--- config.mk ---
export PLATFORM = sky130hd
export DESIGN_NAME = dbg_scan_seq_flat
export DESIGN_NICKNAME = d
export VERILOG_FILES = /design/src/rtl/dbg_pkg.sv /design/src/rtl/dbg_scan_seq_if.sv /design/src/rtl/dbg_tick_gen.sv /design/src/rtl/dbg_scan_seq.sv /design/src/flat_wrapper.sv
export SDC_FILE = /design/constraint.sdc
export NUM_CORES = 1
export LEC_CHECK = 0
export CAP_MARGIN = 10
export CORE_UTILIZATION = 44
export DETAILED_ROUTE_END_ITERATION = 10
export PLACE_DENSITY = 0.89
export SLEW_MARGIN = 40
export SYNTH_ARGS = -nofsm -noshare
export SYNTH_HDL_FRONTEND = slang
export SYNTH_SLANG_ARGS = --single-unit
--- constraint.sdc ---
create_clock -name clk -period 4.39 [get_ports clk]
set_input_delay 0.6585 -clock clk [delete_from_list [all_inputs] [get_ports clk]]
set_output_delay 0.6585 -clock clk [all_outputs]
set_load 0.01 [all_outputs]
--- src/rtl/dbg_pkg.sv ---
// Shared definitions for the debug readout sequencer: mode codes, FSM states
// and the layout of the 64-bit display word.
package dbg_pkg;

    localparam logic [1:0] DBG_HOLD = 2'b00;
    localparam logic [1:0] DBG_AUTO = 2'b01;
    localparam logic [1:0] DBG_STEP = 2'b10;

    typedef enum logic [1:0] {
        StIdle,
        StWait,
        StAdv,
        StFetch
    } dbg_state_e;

    localparam int unsigned DBG_CH_LSB   = 56;
    localparam int unsigned DBG_ADDR_LSB = 40;
    localparam int unsigned DBG_DATA_LSB = 0;

    function automatic logic [63:0] dbg_pack_disp(input logic [7:0]  ch,
                                                  input logic [7:0]  addr,
                                                  input logic [31:0] data);
        logic [63:0] w_word;
        w_word = '0;
        w_word[DBG_CH_LSB +: 8]    = ch;
        w_word[DBG_ADDR_LSB +: 8]  = addr;
        w_word[DBG_DATA_LSB +: 32] = data;
        return w_word;
    endfunction

endpackage

--- src/rtl/dbg_scan_seq_if.sv ---
// Read bus shared by the sequencer (master) and the debug sources (slave):
// one address/channel pair out, all channels' data words back.
interface dbg_scan_seq_if #(
    parameter int unsigned CH_NUM = 4,
    parameter int unsigned ADDR_W = 6,
    parameter int unsigned DATA_W = 32
);

    logic [ADDR_W-1:0]          rd_addr_o;
    logic [$clog2(CH_NUM)-1:0]  rd_ch_o;
    logic [CH_NUM*DATA_W-1:0]   rd_data_i;

    modport master (output rd_addr_o, output rd_ch_o, input rd_data_i);
    modport slave  (input rd_addr_o, input rd_ch_o, output rd_data_i);

endinterface

--- src/rtl/dbg_tick_gen.sv ---
// Free-running prescaler: one-cycle tick every TICK_DIV enabled cycles,
// synchronous clear has priority over enable.
module dbg_tick_gen #(
    parameter int unsigned TICK_DIV = 25000000
) (
    input  logic clk,
    input  logic rst,
    input  logic i_clr,
    input  logic i_en,
    output logic o_tick
);

    localparam int unsigned      CNT_W   = $clog2(TICK_DIV);
    localparam logic [CNT_W-1:0] CNT_MAX = CNT_W'(TICK_DIV - 1);

    logic [CNT_W-1:0] r_cnt;
    logic [CNT_W-1:0] w_cnt_d;

    assign o_tick = i_en && (r_cnt == CNT_MAX);

    always_comb begin
        w_cnt_d = r_cnt;
        if (i_clr) begin
            w_cnt_d = '0;
        end else if (i_en) begin
            w_cnt_d = o_tick ? '0 : r_cnt + 1'b1;
        end
    end

    always_ff @(posedge clk or posedge rst) begin
        if (rst) begin
            r_cnt <= '0;
        end else begin
            r_cnt <= w_cnt_d;
        end
    end

endmodule

--- src/rtl/dbg_scan_seq.sv ---
// Debug readout sequencer: walks an address pointer through the selected
// source channel and latches each word into the 7-segment display word.
module dbg_scan_seq
    import dbg_pkg::*;
#(
    parameter int unsigned CH_NUM   = 4,
    parameter int unsigned ADDR_W   = 6,
    parameter int unsigned DATA_W   = 32,
    parameter int unsigned TICK_DIV = 25000000
) (
    input  logic                       clk,
    input  logic                       rst,
    input  logic [1:0]                 mode_i,
    input  logic [$clog2(CH_NUM)-1:0]  ch_sel_i,
    input  logic                       step_i,
    input  logic [CH_NUM*ADDR_W-1:0]   ch_last_i,
    dbg_scan_seq_if.master             rd_bus,
    output logic [63:0]                disp_data_o,
    output logic                       valid_o,
    output logic                       wrap_o
);

    localparam int unsigned CH_W = $clog2(CH_NUM);

    dbg_state_e        r_state, w_state_d;
    logic [ADDR_W-1:0] r_addr, w_addr_d;
    logic [CH_W-1:0]   r_ch, w_ch_d;
    logic [63:0]       r_disp, w_disp_d;
    logic              r_valid, w_valid_d;
    logic              r_wrap, w_wrap_d;
    logic              r_pend, w_pend_d;
    logic              r_step_prev;

    logic              w_switch, w_step_edge;
    logic              w_tick, w_tick_en, w_tick_clr;
    logic [ADDR_W-1:0] w_last [CH_NUM];
    logic [DATA_W-1:0] w_data [CH_NUM];

    for (genvar k = 0; k < CH_NUM; k++) begin : g_slice
        assign w_last[k] = ch_last_i[k*ADDR_W +: ADDR_W];
        assign w_data[k] = rd_bus.rd_data_i[k*DATA_W +: DATA_W];
    end

    assign w_switch    = (ch_sel_i != r_ch);
    assign w_step_edge = step_i & ~r_step_prev;
    assign w_tick_en   = (r_state == StWait) && (mode_i == DBG_AUTO);
    // Prescaler only runs while waiting in auto mode, so every WAIT starts at 0.
    assign w_tick_clr  = !w_tick_en || w_switch;

    dbg_tick_gen #(
        .TICK_DIV (TICK_DIV)
    ) u_tick (
        .clk    (clk),
        .rst    (rst),
        .i_clr  (w_tick_clr),
        .i_en   (w_tick_en),
        .o_tick (w_tick)
    );

    always_comb begin
        w_state_d = r_state;
        w_addr_d  = r_addr;
        w_ch_d    = r_ch;
        w_pend_d  = r_pend;
        w_disp_d  = r_disp;
        w_valid_d = 1'b0;
        w_wrap_d  = 1'b0;

        // A fetch in progress always lands, even if a switch restarts the scan.
        if (r_state == StFetch) begin
            w_valid_d = 1'b1;
            w_disp_d  = dbg_pack_disp(8'(r_ch), 8'(r_addr), 32'(w_data[r_ch]));
        end

        if (w_switch) begin
            w_ch_d    = ch_sel_i;
            w_addr_d  = '0;
            w_state_d = StFetch;
        end else begin
            unique case (r_state)
                StIdle: begin
                    case (mode_i)
                        DBG_HOLD: w_state_d = StIdle;
                        DBG_AUTO: w_state_d = StWait;
                        DBG_STEP: begin
                            if (w_step_edge || r_pend) begin
                                w_state_d = StAdv;
                                w_pend_d  = 1'b0;
                            end
                        end
                        default: w_state_d = StIdle;
                    endcase
                end
                StWait: begin
                    if (mode_i != DBG_AUTO) begin
                        w_state_d = StIdle;
                    end else if (w_tick) begin
                        w_state_d = StAdv;
                    end
                end
                StAdv: begin
                    if (r_addr >= w_last[r_ch]) begin
                        w_addr_d = '0;
                        w_wrap_d = 1'b1;
                    end else begin
                        w_addr_d = r_addr + 1'b1;
                    end
                    w_state_d = StFetch;
                end
                StFetch: w_state_d = (mode_i == DBG_AUTO) ? StWait : StIdle;
                default: w_state_d = StIdle;
            endcase

            if ((r_state != StIdle) && (mode_i == DBG_STEP) && w_step_edge) begin
                w_pend_d = 1'b1;
            end
        end
    end

    always_ff @(posedge clk or posedge rst) begin
        if (rst) begin
            r_state     <= StIdle;
            r_addr      <= '0;
            r_ch        <= '0;
            r_disp      <= '0;
            r_valid     <= 1'b0;
            r_wrap      <= 1'b0;
            r_pend      <= 1'b0;
            r_step_prev <= 1'b0;
        end else begin
            r_state     <= w_state_d;
            r_addr      <= w_addr_d;
            r_ch        <= w_ch_d;
            r_disp      <= w_disp_d;
            r_valid     <= w_valid_d;
            r_wrap      <= w_wrap_d;
            r_pend      <= w_pend_d;
            r_step_prev <= step_i;
        end
    end

    assign rd_bus.rd_addr_o = r_addr;
    assign rd_bus.rd_ch_o   = r_ch;
    assign disp_data_o      = r_disp;
    assign valid_o          = r_valid;
    assign wrap_o           = r_wrap;

endmodule

--- src/flat_wrapper.sv ---
// flat-port wrapper written by rule: the top's interface ports become plain ports
module dbg_scan_seq_flat import dbg_pkg::*;
#(
    parameter int unsigned CH_NUM   = 4,
    parameter int unsigned ADDR_W   = 6,
    parameter int unsigned DATA_W   = 32,
    parameter int unsigned TICK_DIV = 25000000
)
  (clk, rst, mode_i, ch_sel_i, step_i, ch_last_i, disp_data_o, valid_o, wrap_o, rd_bus_rd_addr_o, rd_bus_rd_ch_o, rd_bus_rd_data_i);
  dbg_scan_seq_if #(.CH_NUM(CH_NUM), .ADDR_W(ADDR_W), .DATA_W(DATA_W)) rd_bus_i ();
  input  logic clk;
  input  logic rst;
  input  logic [1:0] mode_i;
  input  logic [$clog2(CH_NUM)-1:0] ch_sel_i;
  input  logic step_i;
  input  logic [CH_NUM*ADDR_W-1:0] ch_last_i;
  output logic [63:0] disp_data_o;
  output logic valid_o;
  output logic wrap_o;
  output wire logic [$bits(rd_bus_i.rd_addr_o)-1:0] rd_bus_rd_addr_o;
  output wire logic [$bits(rd_bus_i.rd_ch_o)-1:0] rd_bus_rd_ch_o;
  input wire logic [$bits(rd_bus_i.rd_data_i)-1:0] rd_bus_rd_data_i;
  assign rd_bus_rd_addr_o = rd_bus_i.rd_addr_o;
  assign rd_bus_rd_ch_o = rd_bus_i.rd_ch_o;
  assign rd_bus_i.rd_data_i = rd_bus_rd_data_i;
  dbg_scan_seq #(.CH_NUM(CH_NUM), .ADDR_W(ADDR_W), .DATA_W(DATA_W), .TICK_DIV(TICK_DIV)) u_core (.clk(clk), .rst(rst), .mode_i(mode_i), .ch_sel_i(ch_sel_i), .step_i(step_i), .ch_last_i(ch_last_i), .rd_bus(rd_bus_i), .disp_data_o(disp_data_o), .valid_o(valid_o), .wrap_o(wrap_o));
endmodule
======== Word level (Yosys, flattened, before mapping) ========
Cells that the tools add are included.
storage, ports and cells
  output and inout bits ................... 74
  register bits ........................... 79
cells by class
  equality and inequality tests ........... 10
  order comparisons ....................... 2
  muxes and demuxes ....................... 27
  bitwise logic cells ..................... 4
  add/subtract/negate cells ............... 2
  reductions and logical operators ........ 16
operators with widths
  kind                     number
  $mux W25                 3
  $bmux W32 S2             1
  $mux W32                 2
  $mux W6                  5
  $add A25 B1 Y25 const B  1
  $eq A25 B25 Y1 const B   1
  $bmux W6 S2              1
  $reduce_bool A2 Y1       6
  $mux W1                  9
  $mux W2                  4
  $pmux W2 S4              1
  $add A6 B1 Y6 const B    1
  $eq A2 B2 Y1 const B     3
  $ge A6 B6 Y1             1
  $eq A2 B1 Y1 const B     2
  $logic_and A1 B1 Y1      4
  $ne A4 B2 Y1 const B     1
  $ne A4 B3 Y1 const B     1
  $pmux W2 S2              1
  $reduce_and A4 Y1        1
  $ge A3 B3 Y1 const B     1
  $not A2 Y3               1
  $logic_not A2 Y1         1
  $logic_or A1 B1 Y1       2
  other kinds (6)          7

======== Depth between registers and ports, before layout ========
Gate-level depths: netlist of the first run.
  depth in word-level cells ............... 8
  depth in mapped cells ................... 10
  gate-level depth less buffers ........... 7

======== Modules after synthesis ========
A second synthesis of the first run with hierarchy kept.
unflattened totals
  cell total of the unflattened synthesis .. 389
  area, all modules ....................... 4852.2 um2
by module, submodules not included
  module        area each (um2)  cells each  instances
  dbg_scan_seq  3442.1           246         1
  dbg_tick_gen  1410.1           143         1

======== Worst setup path before layout of the first run ========
OpenSTA, ideal clock, no wires.
  path kind ............................... reg-to-reg
  start ................................... reg u_core.r_ch[0] (netlist: u_core.rd_bus.rd_ch_o[0])
  end ..................................... reg u_core.r_addr[2] (netlist: u_core.rd_bus.rd_addr_o[2])
  arrival ................................. 2639 ps
  setup slack ............................. 1657 ps
  stages on the path, launching flop included .. 11
  path buffers ............................ 3
  path through ............................ dfrtp_1 -> clkbuf_1 -> buf_2 -> buf_4 -> mux4_2 -> inv_1 -> ha_1 -> a21o_1 -> a31oi_1 -> o21ai_0 -> a211oi_1
on the way
  longest elaborated chain between the ends .. 8
  elaborated cells on any way between the ends .. 10
RTL lines
  what                                        line                 source
  start, declared                             dbg_scan_seq.sv:27   logic [CH_W-1:0] r_ch, w_ch_d;
  start signal, assigned                      dbg_scan_seq.sv:133  r_ch <= w_ch_d;
  $not A2 Y3 (not written as such)            dbg_scan_seq.sv:102  if (r_addr >= w_last[r_ch]) begin
  $bmux W6 S2                                 dbg_scan_seq.sv:102
  $mux W6 (not written as such) (2 in a row)  dbg_scan_seq.sv:102
  $ge A6 B6 Y1                                dbg_scan_seq.sv:102
  $mux W6                                     dbg_scan_seq.sv:102
  $mux W6                                     dbg_scan_seq.sv:80   unique case (r_state)
  $mux W6                                     dbg_scan_seq.sv:75   if (w_switch) begin
  end signal, assigned                        dbg_scan_seq.sv:132  r_addr <= w_addr_d;
  end, declared                               dbg_scan_seq.sv:26   logic [ADDR_W-1:0] r_addr, w_addr_d;
Parallel ways exist; a longest one is shown, timed or not. The select of a mux whose other input is x is not followed.
A chain may end at the register's enable or synchronous reset.

======== Worst setup path after layout of the first run ========
  start ................................... reg u_core.r_ch[0] (netlist: u_core.rd_bus.rd_ch_o[0])
  end ..................................... reg u_core.r_addr[5] (netlist: u_core.rd_bus.rd_addr_o[5])
The elaborated chain is that of the path after synthesis.

==> run_summary.xml, run 1 <==
<?xml version="1.0" encoding="UTF-8"?>
<metrics>
  <group name="layout">
    <metric name="area.growth.synth_to_final" unit="%">47.6</metric>
    <metric name="layout_cell_share_with_drive_strength_beyond_1" unit="%">19.5</metric>
    <metric name="layout.nets" unit="">753</metric>
    <metric name="final_area" unit="µm²">7090</metric>
  </group>
  <group name="clock_network">
    <metric name="clock_tree.buffer_depth" unit="">2</metric>
    <metric name="clock_latency" unit="ns">0.35</metric>
    <metric name="tritoncts_num_sinks" unit="">79</metric>
    <metric name="post_cts_resized" unit="">0</metric>
    <metric name="cts-htree-levels" unit="">3</metric>
    <metric name="path_clk_slew" unit="ns">0.09</metric>
    <metric name="cts-root-buf" unit="">clkbuf_8</metric>
    <metric name="cts.repair_timing.setup_buffer_count" unit="">0</metric>
    <metric name="clock_tree_from_tritoncts" unit="">yes</metric>
    <metric name="ctsHoldBuffers" unit="">0</metric>
    <metric name="cts_buffers" unit="">9</metric>
  </group>
  <group name="sta">
    <metric name="max_clock_freq" unit="MHz">368</metric>
    <metric name="final_report_setup_violation_count" unit="">0</metric>
    <metric name="final_min_period_over_clock_period" unit="%">62.0</metric>
    <metric name="timing_worst_slew_pin_value" unit="ns">0.578</metric>
    <metric name="finClkSkew" unit="ns">0.00992</metric>
    <metric name="final.min_clock_period" unit="ns">2.72</metric>
    <metric name="rsz_0062_raised_after_global_routing" unit="">no</metric>
    <metric name="fin_tns_setup" unit="ns">0</metric>
    <metric name="slew_headroom" unit="%">61.5</metric>
    <metric name="slew_viol_final" unit="">0</metric>
    <metric name="hold_viol" unit="">0</metric>
  </group>
  <group name="grt">
    <metric name="grt_start_max_net_pins" unit="">64</metric>
    <metric name="vias_in_the_first_global_route" unit="">4324</metric>
    <metric name="gr-usage-all-layers" unit="%">24.9</metric>
    <metric name="antenna_violations_before_repair" unit="">1</metric>
    <metric name="grt_pass1_wl" unit="µm">21600</metric>
    <metric name="globalRoute.totalOverflow" unit="">0</metric>
  </group>
  <group name="critical_path">
    <metric name="r2r_end" unit="">u_core.rd_bus.rd_addr_o[5]$_DFFE_PP0P_</metric>
    <metric name="cp_capture_type" unit="">flip-flop</metric>
    <metric name="crit_path_max_fanout" unit="">25</metric>
    <metric name="r2r.worst_path.cells" unit="">7</metric>
    <metric name="beginning_of_the_worst_register_to_register_path" unit="">u_core.rd_bus.rd_ch_o[0]$_DFFE_PP0N_</metric>
    <metric name="timing.critical_path.from_type" unit="">flip-flop</metric>
    <metric name="worstPathArrival" unit="ns">2.98</metric>
    <metric name="setup_slack_on_the_worst_flop_to_flop_path" unit="ns">1.67</metric>
    <metric name="crit_type" unit="">flip-flop to flip-flop</metric>
    <metric name="crit_required" unit="ns">4.65</metric>
  </group>
  <group name="placement">
    <metric name="numPortBuffers" unit="">208</metric>
    <metric name="gp_congestion" unit="">0.817</metric>
    <metric name="post-dp-hpwl" unit="µm">10600</metric>
    <metric name="placed_cell_area" unit="µm²">6900</metric>
  </group>
  <group name="synth">
    <metric name="synth_enable_flop_cells" unit="">0</metric>
    <metric name="synth_top_family_by_area" unit="">multiplexers</metric>
    <metric name="synthesis.instances" unit="">385</metric>
    <metric name="fraction_of_synthesized_area_in_multiplexers" unit="%">26.7</metric>
    <metric name="synth_cell_type_count" unit="">50</metric>
    <metric name="synth_xor_xnor_area_share" unit="%">3.28</metric>
    <metric name="yosys.area_share.adder" unit="%">2.08</metric>
    <metric name="async_reset_ff_share" unit="%">100</metric>
    <metric name="synth_compound_gate_area_share" unit="%">7.11</metric>
    <metric name="yosys_synthesis_warning_count" unit="">0</metric>
    <metric name="synth.cell_area" unit="µm²">4800</metric>
    <metric name="ys.flop_type" unit="">dfrtp_1</metric>
    <metric name="seq_area_frac_synth" unit="%">41.2</metric>
    <metric name="synth-seq-cells" unit="">79</metric>
    <metric name="post_synth_and_or_nand_nor_area_fraction" unit="%">12.4</metric>
    <metric name="synth.avg_cell_area" unit="µm²">12.5</metric>
  </group>
  <group name="detailed_routing">
    <metric name="final_antenna_net_count" unit="">0</metric>
    <metric name="residual_drc" unit="">0</metric>
    <metric name="via_count" unit="">4043</metric>
    <metric name="detail_route.first_pass.iterations" unit="">4</metric>
    <metric name="avgViaCountPerCell" unit="">5.55</metric>
    <metric name="wl" unit="µm">13600</metric>
    <metric name="drtIter0Drc" unit="">211</metric>
    <metric name="wl_per_cell" unit="µm">18.6</metric>
  </group>
  <group name="die">
    <metric name="die-width" unit="µm">106</metric>
    <metric name="starting_density_of_the_core" unit="%">45.9</metric>
    <metric name="die_h" unit="µm">106</metric>
    <metric name="io_pins" unit="">233</metric>
    <metric name="std_cell_rows" unit="">37</metric>
    <metric name="die_area" unit="µm²">11300</metric>
    <metric name="design.core.area" unit="µm²">10500</metric>
  </group>
  <group name="min_path">
    <metric name="hp-class" unit="">flip-flop to flip-flop</metric>
    <metric name="hold-path-cell-count" unit="">2</metric>
    <metric name="end_point_of_the_most_critical_hold_path" unit="">u_core.disp_data_o[44]$_DFFE_PP0P_</metric>
    <metric name="worst_hold_startpoint" unit="">u_core.disp_data_o[44]$_DFFE_PP0P_</metric>
  </group>
  <group name="pwr">
    <metric name="clock_power_share" unit="%">25.6</metric>
    <metric name="power_switching_share" unit="%">28.4</metric>
    <metric name="cell_internal_pwr" unit="W">0.00140</metric>
    <metric name="power.combinational.fraction" unit="%">30.5</metric>
    <metric name="power.share.sequential" unit="%">43.9</metric>
    <metric name="vdd_ir_drop_max" unit="V">0.000162</metric>
    <metric name="p_per_area" unit="nW/µm²">276</metric>
    <metric name="power_switching" unit="W">0.000556</metric>
    <metric name="p_leak" unit="nW">2.78</metric>
  </group>
  <group name="status">
    <metric name="run_status" unit="">complete, no violations</metric>
  </group>
  <group name="job">
    <metric name="drv.max_cap_violation_count" unit="">0</metric>
  </group>
</metrics>
power groups by stage:
stage / registers [W] / logic [W] / clock network (W)
3_3_place_gp: 0.000869 / 0.000587 / 0
3_5_place_dp: 0.000874 / 0.000602 / 0
2_1_floorplan: 0.000894 / 0.000244 / 0
5_1_grt: 0.000873 / 0.000638 / 0.000546
6_report: 0.000860 / 0.000597 / 0.000501
4_1_cts: 0.000861 / 0.000603 / 0.000514
critical path, stage by stage (launching register included):
cell and delay [ns]:
dfrtp_4 0.76, mux4_2 0.57, inv_1 0.07, ha_1 0.24, a21o_1 0.16, a31oi_1 0.26
o21ai_0 0.26, a211oi_1 0.30
placed cells by master (no fill, tap or decap), types with 3 or more instances in the layout:
cell and instances:
a211oi_1 14, ha_1 8, nand2_1 16, mux4_2 38, dfrtp_1 78, conb_1 24
mux2_2 38, and3_1 5, nand3_1 15, xnor2_1 8, nand4_1 6, or4_1 9
inv_1 11, o21ai_0 7, clkbuf_8 9, xor2_1 10, clkdlybuf4s50_1 208, a21oi_1 4
nor4_1 4, buf_4 4, o31ai_1 9, clkinv_4 3, a31oi_1 5, nor3_1 15
and3_2 3, nor2b_1 3
cell type report:
type,instances,area (µm²)
repair buffers,213,2120
flip-flops and latches,79,1980
fillers,783,3370
clock buffers,9,124
well taps,136,170
inverters,12,50.0
diodes,1,2.50
multi-input cells,271,2580
clock inverters,7,57.6
cell usage after synthesis (all sizes together), types with 9 or more instances:
| master | number | share of area, % |
|---|---|---|
| or4 | 9 | 1.4 |
| dfrtp | 79 | 41 |
| clkbuf | 9 | 0.70 |
| nand2 | 19 | 1.7 |
| nand3 | 16 | 1.7 |
| nor3 | 15 | 1.6 |
| buf | 37 | 5.5 |
| mux4 | 38 | 18 |
| a211oi | 15 | 2.4 |
| o31ai | 9 | 1.4 |
| inv | 12 | 0.94 |
| xor2 | 10 | 1.8 |
| mux2 | 38 | 8.9 |
registers in the layout (all words and copies together), names as in the netlist:
signal,cells
u_core.disp_data_o,40
u_core.r_pend,1
u_core.r_state,2
u_core.r_step_prev,1
u_core.rd_bus.rd_addr_o,6
u_core.rd_bus.rd_ch_o,2
u_core.u_tick.r_cnt,25
u_core.valid_o,1
u_core.wrap_o,1
metrics by stage:
stage	hold slack (ns)	worst slack [ns]	power [W]	std cells	utilization [%]
final	0.489	1.67	0.00196	728	67.8
after global routing	0.533	1.44	0.00206	727	67.7
after CTS	0.493	1.42	0.00198	727	67.7
after detailed placement	0.473	1.43	0.00148	711	66.0
after global placement	0.466	1.48	0.00146	709	65.7
after floorplan	0.495	1.66	0.00114	408	-
kinds of logic (layout without fill, tap and decap cells):
logic type      Yosys count  after routing
mux                      76             76
buf+inv                  58            241
compound gates           48             48
xor+xnor                 18             18
flops                    79             79
simple gates             97             97
fa+ha+maj                 8              8
other cells               1             25
how the worst max path moves through the flow:
| stage | endpoint | depth (start not counted) | slack [ns] | start |
|---|---|---|---|---|
| final | u_core.rd_bus.rd_addr_o[5]$_DFFE_PP0P_ | 7 | 1.67 | u_core.rd_bus.rd_ch_o[0]$_DFFE_PP0N_ |
| after global routing | u_core.rd_bus.rd_addr_o[4]$_DFFE_PP0P_ | 7 | 1.44 | u_core.rd_bus.rd_ch_o[0]$_DFFE_PP0N_ |
| after CTS | u_core.rd_bus.rd_addr_o[5]$_DFFE_PP0P_ | 7 | 1.42 | u_core.rd_bus.rd_ch_o[0]$_DFFE_PP0N_ |
| after detailed placement | u_core.rd_bus.rd_addr_o[4]$_DFFE_PP0P_ | 7 | 1.43 | u_core.rd_bus.rd_ch_o[0]$_DFFE_PP0N_ |
| after global placement | u_core.u_tick.r_cnt[19]$_DFFE_PP0P_ | 5 | 1.48 | ch_sel_i[1] |
| after floorplan | u_core.rd_bus.rd_addr_o[2]$_DFFE_PP0P_ | 10 | 1.66 | u_core.rd_bus.rd_ch_o[0]$_DFFE_PP0N_ |
layer usage:
| layer | global-route usage, % | wire length [µm] | up-vias |
|---|---|---|---|
| li1 | - | - | 1842 |
| met1 | 29.2 | 5020 | 1973 |
| met2 | 43.9 | 7150 | 203 |
| met3 | 6.32 | 1070 | 25 |
| met4 | 8.90 | 319 | 0 |
| met5 | 0 | 0 | - |
No activity file was read; power rests on OpenSTA's default activity.
==> run 2: changes to the inputs <==
--- a/config.mk
+++ b/config.mk
@@ -6,9 +6,9 @@
 export NUM_CORES = 1
 export LEC_CHECK = 0
 export CAP_MARGIN = 10
-export CORE_UTILIZATION = 44
+export CORE_UTILIZATION = 37
 export DETAILED_ROUTE_END_ITERATION = 10
-export PLACE_DENSITY = 0.89
+export PLACE_DENSITY = 0.8
 export SLEW_MARGIN = 40
 export SYNTH_ARGS = -nofsm -noshare
 export SYNTH_HDL_FRONTEND = slang
==> constraint.sdc (replaced) <==
create_clock -name clk -period 2.5 [get_ports clk]
set_input_delay 0.375 -clock clk [delete_from_list [all_inputs] [get_ports clk]]
set_output_delay 0.375 -clock clk [all_outputs]
set_load 0.01 [all_outputs]
==> run_summary.xml, run 2 (same netlist as run 1, synthesis figures left out) <==
<?xml version="1.0" encoding="UTF-8"?>
<metrics>
  <group name="status">
    <metric name="run_status" unit="">complete, no violations</metric>
  </group>
  <group name="job">
    <metric name="drv.max_cap_violation_count" unit="">0</metric>
  </group>
  <group name="placement">
    <metric name="gp_congestion" unit="">0.827</metric>
    <metric name="post-dp-hpwl" unit="µm">10700</metric>
    <metric name="dpl_worst_slack" unit="ns">-0.0549</metric>
    <metric name="numPortBuffers" unit="">208</metric>
  </group>
  <group name="clock_network">
    <metric name="cts-htree-levels" unit="">3</metric>
    <metric name="cts_buffers" unit="">9</metric>
    <metric name="clock_latency" unit="ns">0.34</metric>
    <metric name="path_clk_slew" unit="ns">0.06</metric>
    <metric name="clock_tree.buffer_depth" unit="">2</metric>
    <metric name="cts-root-buf" unit="">clkbuf_16</metric>
    <metric name="clock_tree_from_tritoncts" unit="">yes</metric>
    <metric name="tritoncts_num_sinks" unit="">79</metric>
  </group>
  <group name="critical_path">
    <metric name="slowest_stage_delay_cp" unit="ns">0.49</metric>
    <metric name="r2r.worst_path.cells" unit="">8</metric>
    <metric name="beginning_of_the_worst_register_to_register_path" unit="">u_core.rd_bus.rd_ch_o[0]$_DFFE_PP0N_</metric>
    <metric name="critPathBufInv" unit="">2</metric>
    <metric name="crit_path_max_fanout" unit="">5</metric>
    <metric name="setup_slack_on_the_worst_flop_to_flop_path" unit="ns">0.09</metric>
    <metric name="setup.worst_path.start" unit="">u_core.rd_bus.rd_ch_o[0]$_DFFE_PP0N_</metric>
    <metric name="worst-path-stages" unit="">8</metric>
    <metric name="crit_required" unit="ns">2.72</metric>
    <metric name="highest_delay_cell_along_the_critical_path" unit="">mux4_2</metric>
    <metric name="worst_path_cell_chain" unit="">buf_12, mux4_2, inv_1, ha_1, a21o_1, a31oi_1, o21ai_1, a211oi_1</metric>
    <metric name="critPathTopFamily" unit="">compound AO/OA/AOI/OAI gates</metric>
    <metric name="r2r_end" unit="">u_core.rd_bus.rd_addr_o[3]$_DFFE_PP0P_</metric>
    <metric name="timing.critical_path.from_type" unit="">flip-flop</metric>
    <metric name="crit_type" unit="">flip-flop to flip-flop</metric>
    <metric name="worstPathArrival" unit="ns">2.63</metric>
    <metric name="cp_capture_type" unit="">flip-flop</metric>
  </group>
  <group name="layout">
    <metric name="fillers" unit="">1073</metric>
    <metric name="area.growth.synth_to_final" unit="%">52.4</metric>
    <metric name="most_frequent_cells_in_the_layout" unit="">clkdlybuf4s50_1 (208), dfrtp_1 (77), mux4_2 (38), mux2_2 (38), conb_1 (24)</metric>
    <metric name="layout_cell_share_with_drive_strength_beyond_1" unit="%">20.2</metric>
    <metric name="layout.nets" unit="">761</metric>
    <metric name="most_common_library_cell_in_the_layout_ignoring_fill_and_taps" unit="">clkdlybuf4s50_1</metric>
    <metric name="largest_register_ffs" unit="">40</metric>
  </group>
  <group name="sta">
    <metric name="slew_viol_final" unit="">0</metric>
    <metric name="final_min_period_over_clock_period" unit="%">96.2</metric>
    <metric name="hold_viol" unit="">0</metric>
    <metric name="max_clock_freq" unit="MHz">416</metric>
    <metric name="fin_tns_setup" unit="ns">0</metric>
    <metric name="timing.final.ws_setup" unit="ns">0.0939</metric>
    <metric name="final.min_clock_period" unit="ns">2.41</metric>
    <metric name="slew_headroom" unit="%">62.6</metric>
    <metric name="finClkSkew" unit="ns">0.00760</metric>
    <metric name="timing_worst_slew_pin_value" unit="ns">0.561</metric>
    <metric name="rsz_0062_raised_after_global_routing" unit="">no</metric>
    <metric name="final_report_setup_violation_count" unit="">0</metric>
  </group>
  <group name="detailed_routing">
    <metric name="wl" unit="µm">13600</metric>
    <metric name="drtIter0Drc" unit="">210</metric>
    <metric name="detail_route.first_pass.iterations" unit="">4</metric>
    <metric name="avgViaCountPerCell" unit="">5.26</metric>
    <metric name="final_antenna_net_count" unit="">0</metric>
    <metric name="via_count" unit="">4057</metric>
    <metric name="residual_drc" unit="">0</metric>
    <metric name="wl_per_cell" unit="µm">17.6</metric>
  </group>
  <group name="grt">
    <metric name="gr-usage-all-layers" unit="%">20.6</metric>
    <metric name="vias_in_the_first_global_route" unit="">4239</metric>
    <metric name="globalRoute.totalOverflow" unit="">0</metric>
    <metric name="antenna_violations_before_repair" unit="">0</metric>
    <metric name="grt_start_max_net_pins" unit="">44</metric>
    <metric name="grt_pass1_wl" unit="µm">21000</metric>
  </group>
  <group name="pwr">
    <metric name="clock_power_share" unit="%">33.1</metric>
    <metric name="vdd_ir_drop_max" unit="V">0.000337</metric>
    <metric name="cell_internal_pwr" unit="W">0.00288</metric>
    <metric name="power.share.sequential" unit="%">39.1</metric>
    <metric name="power_switching_share" unit="%">25.2</metric>
    <metric name="p_per_area" unit="nW/µm²">525</metric>
    <metric name="p_leak" unit="nW">2.87</metric>
    <metric name="power.combinational.fraction" unit="%">27.8</metric>
    <metric name="power_switching" unit="W">0.000969</metric>
  </group>
  <group name="die">
    <metric name="starting_density_of_the_core" unit="%">38.1</metric>
    <metric name="die_h" unit="µm">116</metric>
    <metric name="die-width" unit="µm">116</metric>
    <metric name="io_pins" unit="">233</metric>
    <metric name="die_area" unit="µm²">13400</metric>
    <metric name="std_cell_rows" unit="">41</metric>
    <metric name="design.core.area" unit="µm²">12600</metric>
  </group>
  <group name="min_path">
    <metric name="hp-class" unit="">input pin to async pin</metric>
  </group>
</metrics>
## run 2: changes by cell type in the layout (fill, tap and decap cells not counted), moves of 2 or more
cell	delta
dfrtp_2	+2
clkinv_4	-3
clkbuf_8	-9
buf_4	+6
clkbuf_16	+9
buf_12	+3
## run 2: how the worst max path moves through the flow
stage	end	slack, ns
6_report	u_core.rd_bus.rd_addr_o[3]$_DFFE_PP0P_	0.09
5_1_grt	u_core.rd_bus.rd_addr_o[3]$_DFFE_PP0P_	0.01
3_5_place_dp	u_core.rd_bus.rd_addr_o[3]$_DFFE_PP0P_	-0.05
2_1_floorplan	u_core.rd_bus.rd_addr_o[1]$_DFFE_PP0P_	0.03
4_1_cts	u_core.rd_bus.rd_addr_o[3]$_DFFE_PP0P_	0.09
3_3_place_gp	u_core.rd_bus.rd_addr_o[3]$_DFFE_PP0P_	0.05
## run 2: final cells by class
type / instances / area [µm²] / area share, %
antenna: 1 / 2.50 / 0.0342
clock buffer: 10 / 229 / 3.13
clock inverter: 5 / 58.8 / 0.803
inverter: 12 / 46.3 / 0.632
multi-input combinational: 271 / 2570 / 35.1
sequential: 79 / 1980 / 27.0
tap: 172 / 215 / 2.94
timing repair buffer: 221 / 2220 / 30.3
## run 2: through the flow
step | total power, W | util, % | area [µm²] | std cells | hold WS (ns)
5_1_grt | 0.00402 | 58.0 | 7320 | 770 | 0.471
2_1_floorplan | 0.00200 | - | 4900 | 408 | 0.406
4_1_cts | 0.00388 | 57.7 | 7280 | 767 | 0.444
3_3_place_gp | 0.00257 | 55.4 | 7000 | 752 | 0.466
6_report | 0.00385 | 58.0 | 7320 | 771 | 0.418
3_5_place_dp | 0.00260 | 55.4 | 7000 | 752 | 0.487
## run 2: timing repair
action | in CTS | in global routing
resized for setup | 0 | 0
hold buffers | 0 | 0
buffers inserted | 0 | 3
setup endpoints to repair | 0 | 4
## run 2: layer usage
| layer | track usage, % | share of wire [%] | vias up |
|---|---|---|---|
| li1 | - | - | 1856 |
| met1 | 24.5 | 37 | 1990 |
| met2 | 36.2 | 54 | 188 |
| met3 | 4.97 | 7.0 | 23 |
| met4 | 7.35 | 1.8 | 0 |
| met5 | 0 | 0 | - |
## run 2: power groups by stage
stage,clock [W],sequential [W],combinational (W)
floorplan,0,0.00157,0.000432
global placement,0,0.00152,0.00105
detailed placement,0,0.00153,0.00107
CTS,0.00130,0.00151,0.00108
global route,0.00136,0.00152,0.00114
finish,0.00127,0.00150,0.00107
==> run 3: changes to the inputs <==
==> constraint.sdc (replaced) <==
create_clock -name clk -period 2.1 [get_ports clk]
set_input_delay 0.315 -clock clk [delete_from_list [all_inputs] [get_ports clk]]
set_output_delay 0.315 -clock clk [all_outputs]
set_load 0.01 [all_outputs]
==> run_summary.xml, run 3 (same netlist as run 1, synthesis figures left out) <==
<?xml version="1.0" encoding="UTF-8"?>
<metrics>
  <group name="status">
    <metric name="violations" unit="">negative setup slack</metric>
    <metric name="run_status" unit="">finished with violations</metric>
  </group>
  <group name="clock_network">
    <metric name="tritoncts_num_sinks" unit="">79</metric>
    <metric name="ctsHoldBuffers" unit="">0</metric>
    <metric name="clock_tree_from_tritoncts" unit="">yes</metric>
    <metric name="clock_latency" unit="ns">0.34</metric>
    <metric name="cts-root-buf" unit="">clkbuf_16</metric>
    <metric name="path_clk_slew" unit="ns">0.06</metric>
    <metric name="cts-htree-levels" unit="">3</metric>
    <metric name="clock_tree.buffer_depth" unit="">2</metric>
    <metric name="cts_buffers" unit="">9</metric>
  </group>
  <group name="critical_path">
    <metric name="crit_path_max_fanout" unit="">5</metric>
    <metric name="slowest_stage_delay_cp" unit="ns">0.50</metric>
    <metric name="crit_required" unit="ns">2.34</metric>
    <metric name="cp_capture_type" unit="">flip-flop</metric>
    <metric name="timing.critical_path.from_type" unit="">flip-flop</metric>
    <metric name="crit_type" unit="">flip-flop to flip-flop</metric>
    <metric name="highest_delay_cell_along_the_critical_path" unit="">mux4_2</metric>
    <metric name="worst_path_cell_chain" unit="">buf_12, mux4_2, inv_2, ha_4, a21o_1, a31oi_4, o21ai_4, a211oi_2</metric>
    <metric name="worstPathArrival" unit="ns">2.41</metric>
    <metric name="setup_slack_on_the_worst_flop_to_flop_path" unit="ns">-0.07</metric>
  </group>
  <group name="detailed_routing">
    <metric name="avgViaCountPerCell" unit="">5.33</metric>
    <metric name="residual_drc" unit="">0</metric>
    <metric name="via_count" unit="">4150</metric>
    <metric name="detail_route.first_pass.iterations" unit="">4</metric>
    <metric name="drtIter0Drc" unit="">229</metric>
    <metric name="wl" unit="µm">14200</metric>
    <metric name="final_antenna_net_count" unit="">0</metric>
    <metric name="wl_per_cell" unit="µm">18.2</metric>
  </group>
  <group name="sta">
    <metric name="final_report_setup_violation_count" unit="">6</metric>
    <metric name="max_clock_freq" unit="MHz">461</metric>
    <metric name="rsz_0062_raised_after_global_routing" unit="">yes</metric>
    <metric name="timing.final.ws_setup" unit="ns">-0.0689</metric>
    <metric name="final.min_clock_period" unit="ns">2.17</metric>
    <metric name="hold_viol" unit="">0</metric>
    <metric name="slew_viol_final" unit="">0</metric>
    <metric name="final_min_period_over_clock_period" unit="%">103</metric>
    <metric name="slew_headroom" unit="%">59.7</metric>
    <metric name="timing_worst_slew_pin_value" unit="ns">0.603</metric>
    <metric name="finClkSkew" unit="ns">0.00718</metric>
  </group>
  <group name="layout">
    <metric name="layout.nets" unit="">768</metric>
    <metric name="most_common_library_cell_in_the_layout_ignoring_fill_and_taps" unit="">clkdlybuf4s50_1</metric>
    <metric name="fillers" unit="">1000</metric>
    <metric name="most_frequent_cells_in_the_layout" unit="">clkdlybuf4s50_1 (208), dfrtp_1 (77), mux4_2 (38), mux2_2 (38), conb_1 (24)</metric>
    <metric name="final_core_utilization" unit="%">60.0</metric>
    <metric name="largest_register_ffs" unit="">40</metric>
    <metric name="area.growth.synth_to_final" unit="%">57.6</metric>
    <metric name="layout_cell_share_with_drive_strength_beyond_1" unit="%">24.4</metric>
  </group>
  <group name="grt">
    <metric name="vias_in_the_first_global_route" unit="">4287</metric>
    <metric name="antenna_violations_before_repair" unit="">1</metric>
    <metric name="globalRoute.totalOverflow" unit="">0</metric>
    <metric name="grt_pass1_wl" unit="µm">21500</metric>
    <metric name="gr-usage-all-layers" unit="%">21.3</metric>
    <metric name="grt_start_max_net_pins" unit="">80</metric>
  </group>
  <group name="pwr">
    <metric name="p_leak" unit="nW">2.94</metric>
    <metric name="vdd_ir_drop_max" unit="V">0.000424</metric>
    <metric name="p_per_area" unit="nW/µm²">614</metric>
  </group>
  <group name="placement">
    <metric name="gp_congestion" unit="">0.868</metric>
    <metric name="numPortBuffers" unit="">208</metric>
    <metric name="post-dp-hpwl" unit="µm">10600</metric>
    <metric name="dpl_worst_slack" unit="ns">-0.320</metric>
  </group>
  <group name="die">
    <metric name="io_pins" unit="">233</metric>
    <metric name="design.core.area" unit="µm²">12600</metric>
    <metric name="starting_density_of_the_core" unit="%">38.1</metric>
    <metric name="die-width" unit="µm">116</metric>
    <metric name="std_cell_rows" unit="">41</metric>
    <metric name="die_area" unit="µm²">13400</metric>
    <metric name="die_h" unit="µm">116</metric>
  </group>
  <group name="job">
    <metric name="drv.max_cap_violation_count" unit="">0</metric>
  </group>
  <group name="min_path">
    <metric name="hp-class" unit="">input pin to async pin</metric>
  </group>
</metrics>
==> run 3: cell count changes in the layout (fill, tap and decap cells not counted), moves of 2 or more <==
cell,change
a211oi_1,-4
a211oi_2,+4
a21oi_1,-2
a21oi_2,+2
buf_4,+4
clkbuf_8,+2
ha_1,-4
ha_4,+4
inv_1,-3
inv_2,+3
==> run 3: timing repair <==
action / CTS / global route
pin swaps: 9 / 10
resized for setup: 12 / 11
buffers inserted: 4 / 1
hold endpoints to repair: 0 / 0
setup endpoints to repair: 8 / 8
gates cloned: 1 / 0
==> run 3: per-layer routing <==
layer  global-route usage [%]  part of all wire (%)
met4                     9.23                   2.3
met3                     4.18                   6.7
met2                     38.8                    54
met5                        0                     0
met1                     24.2                    37
==> run 3: area by class of cell <==
cell class | count | area, µm² | share of cell area (%)
flip-flops and latches | 79 | 1980 | 26.1
clock inverters | 4 | 28.8 | 0.380
repair buffers | 228 | 2330 | 30.7
diodes | 1 | 2.50 | 0.0331
well taps | 172 | 215 | 2.84
clock buffers | 12 | 256 | 3.39
inverters | 12 | 48.8 | 0.645
multi-input cells | 271 | 2710 | 35.8
==> run 3: report_power, final <==
part	total, W	internal [W]	switching [W]
Sequential	0.00181	0.00169	0.000118
Combinational	0.00136	0.000865	0.000493
Clock	0.00149	0.000867	0.000619
==> run 3: final timing paths <==
| path | endpoint | start | cells after the start |
|---|---|---|---|
| max | u_core.rd_bus.rd_addr_o[2]$_DFFE_PP0P_ | u_core.rd_bus.rd_ch_o[0]$_DFFE_PP0N_ | 8 |
| max reg2reg | u_core.rd_bus.rd_addr_o[2]$_DFFE_PP0P_ | u_core.rd_bus.rd_ch_o[0]$_DFFE_PP0N_ | 8 |
| min in group clk | u_core.r_step_prev$_DFF_PP0_ | step_i | 1 |
| min | u_core.disp_data_o[25]$_DFFE_PP0P_ | rst | 3 |
| min reg2reg | u_core.disp_data_o[44]$_DFFE_PP0P_ | u_core.disp_data_o[44]$_DFFE_PP0P_ | 2 |
| max in group asynchronous | u_core.rd_bus.rd_ch_o[1]$_DFFE_PP0N_ | rst | 3 |
==> run 3: per-stage QoR <==
| stage | setup TNS, ns | instances | power (W) | instance area (µm²) | hold WS [ns] |
|---|---|---|---|---|---|
| 3_3_place_gp | -1.28 | 756 | 0.00309 | 7060 | 0.467 |
| 6_report | -0.223 | 779 | 0.00465 | 7570 | 0.444 |
| 4_1_cts | -0.249 | 777 | 0.00466 | 7490 | 0.445 |
| 2_1_floorplan | -1.90 | 408 | 0.00239 | 4940 | 0.346 |
| 3_5_place_dp | -1.70 | 756 | 0.00314 | 7060 | 0.476 |
| 5_1_grt | -0.660 | 778 | 0.00486 | 7570 | 0.459 |
==> run 3: worst max-delay path, delay by kind of cell (launching register included) <==
kind / cells / cell delay (ns)
buffers and inverters: 2 / 0.21
AO/OA/AOI/OAI: 4 / 0.74
adder cells (fa/ha/maj): 1 / 0.19
flip-flops: 1 / 0.43
multiplexers: 1 / 0.50
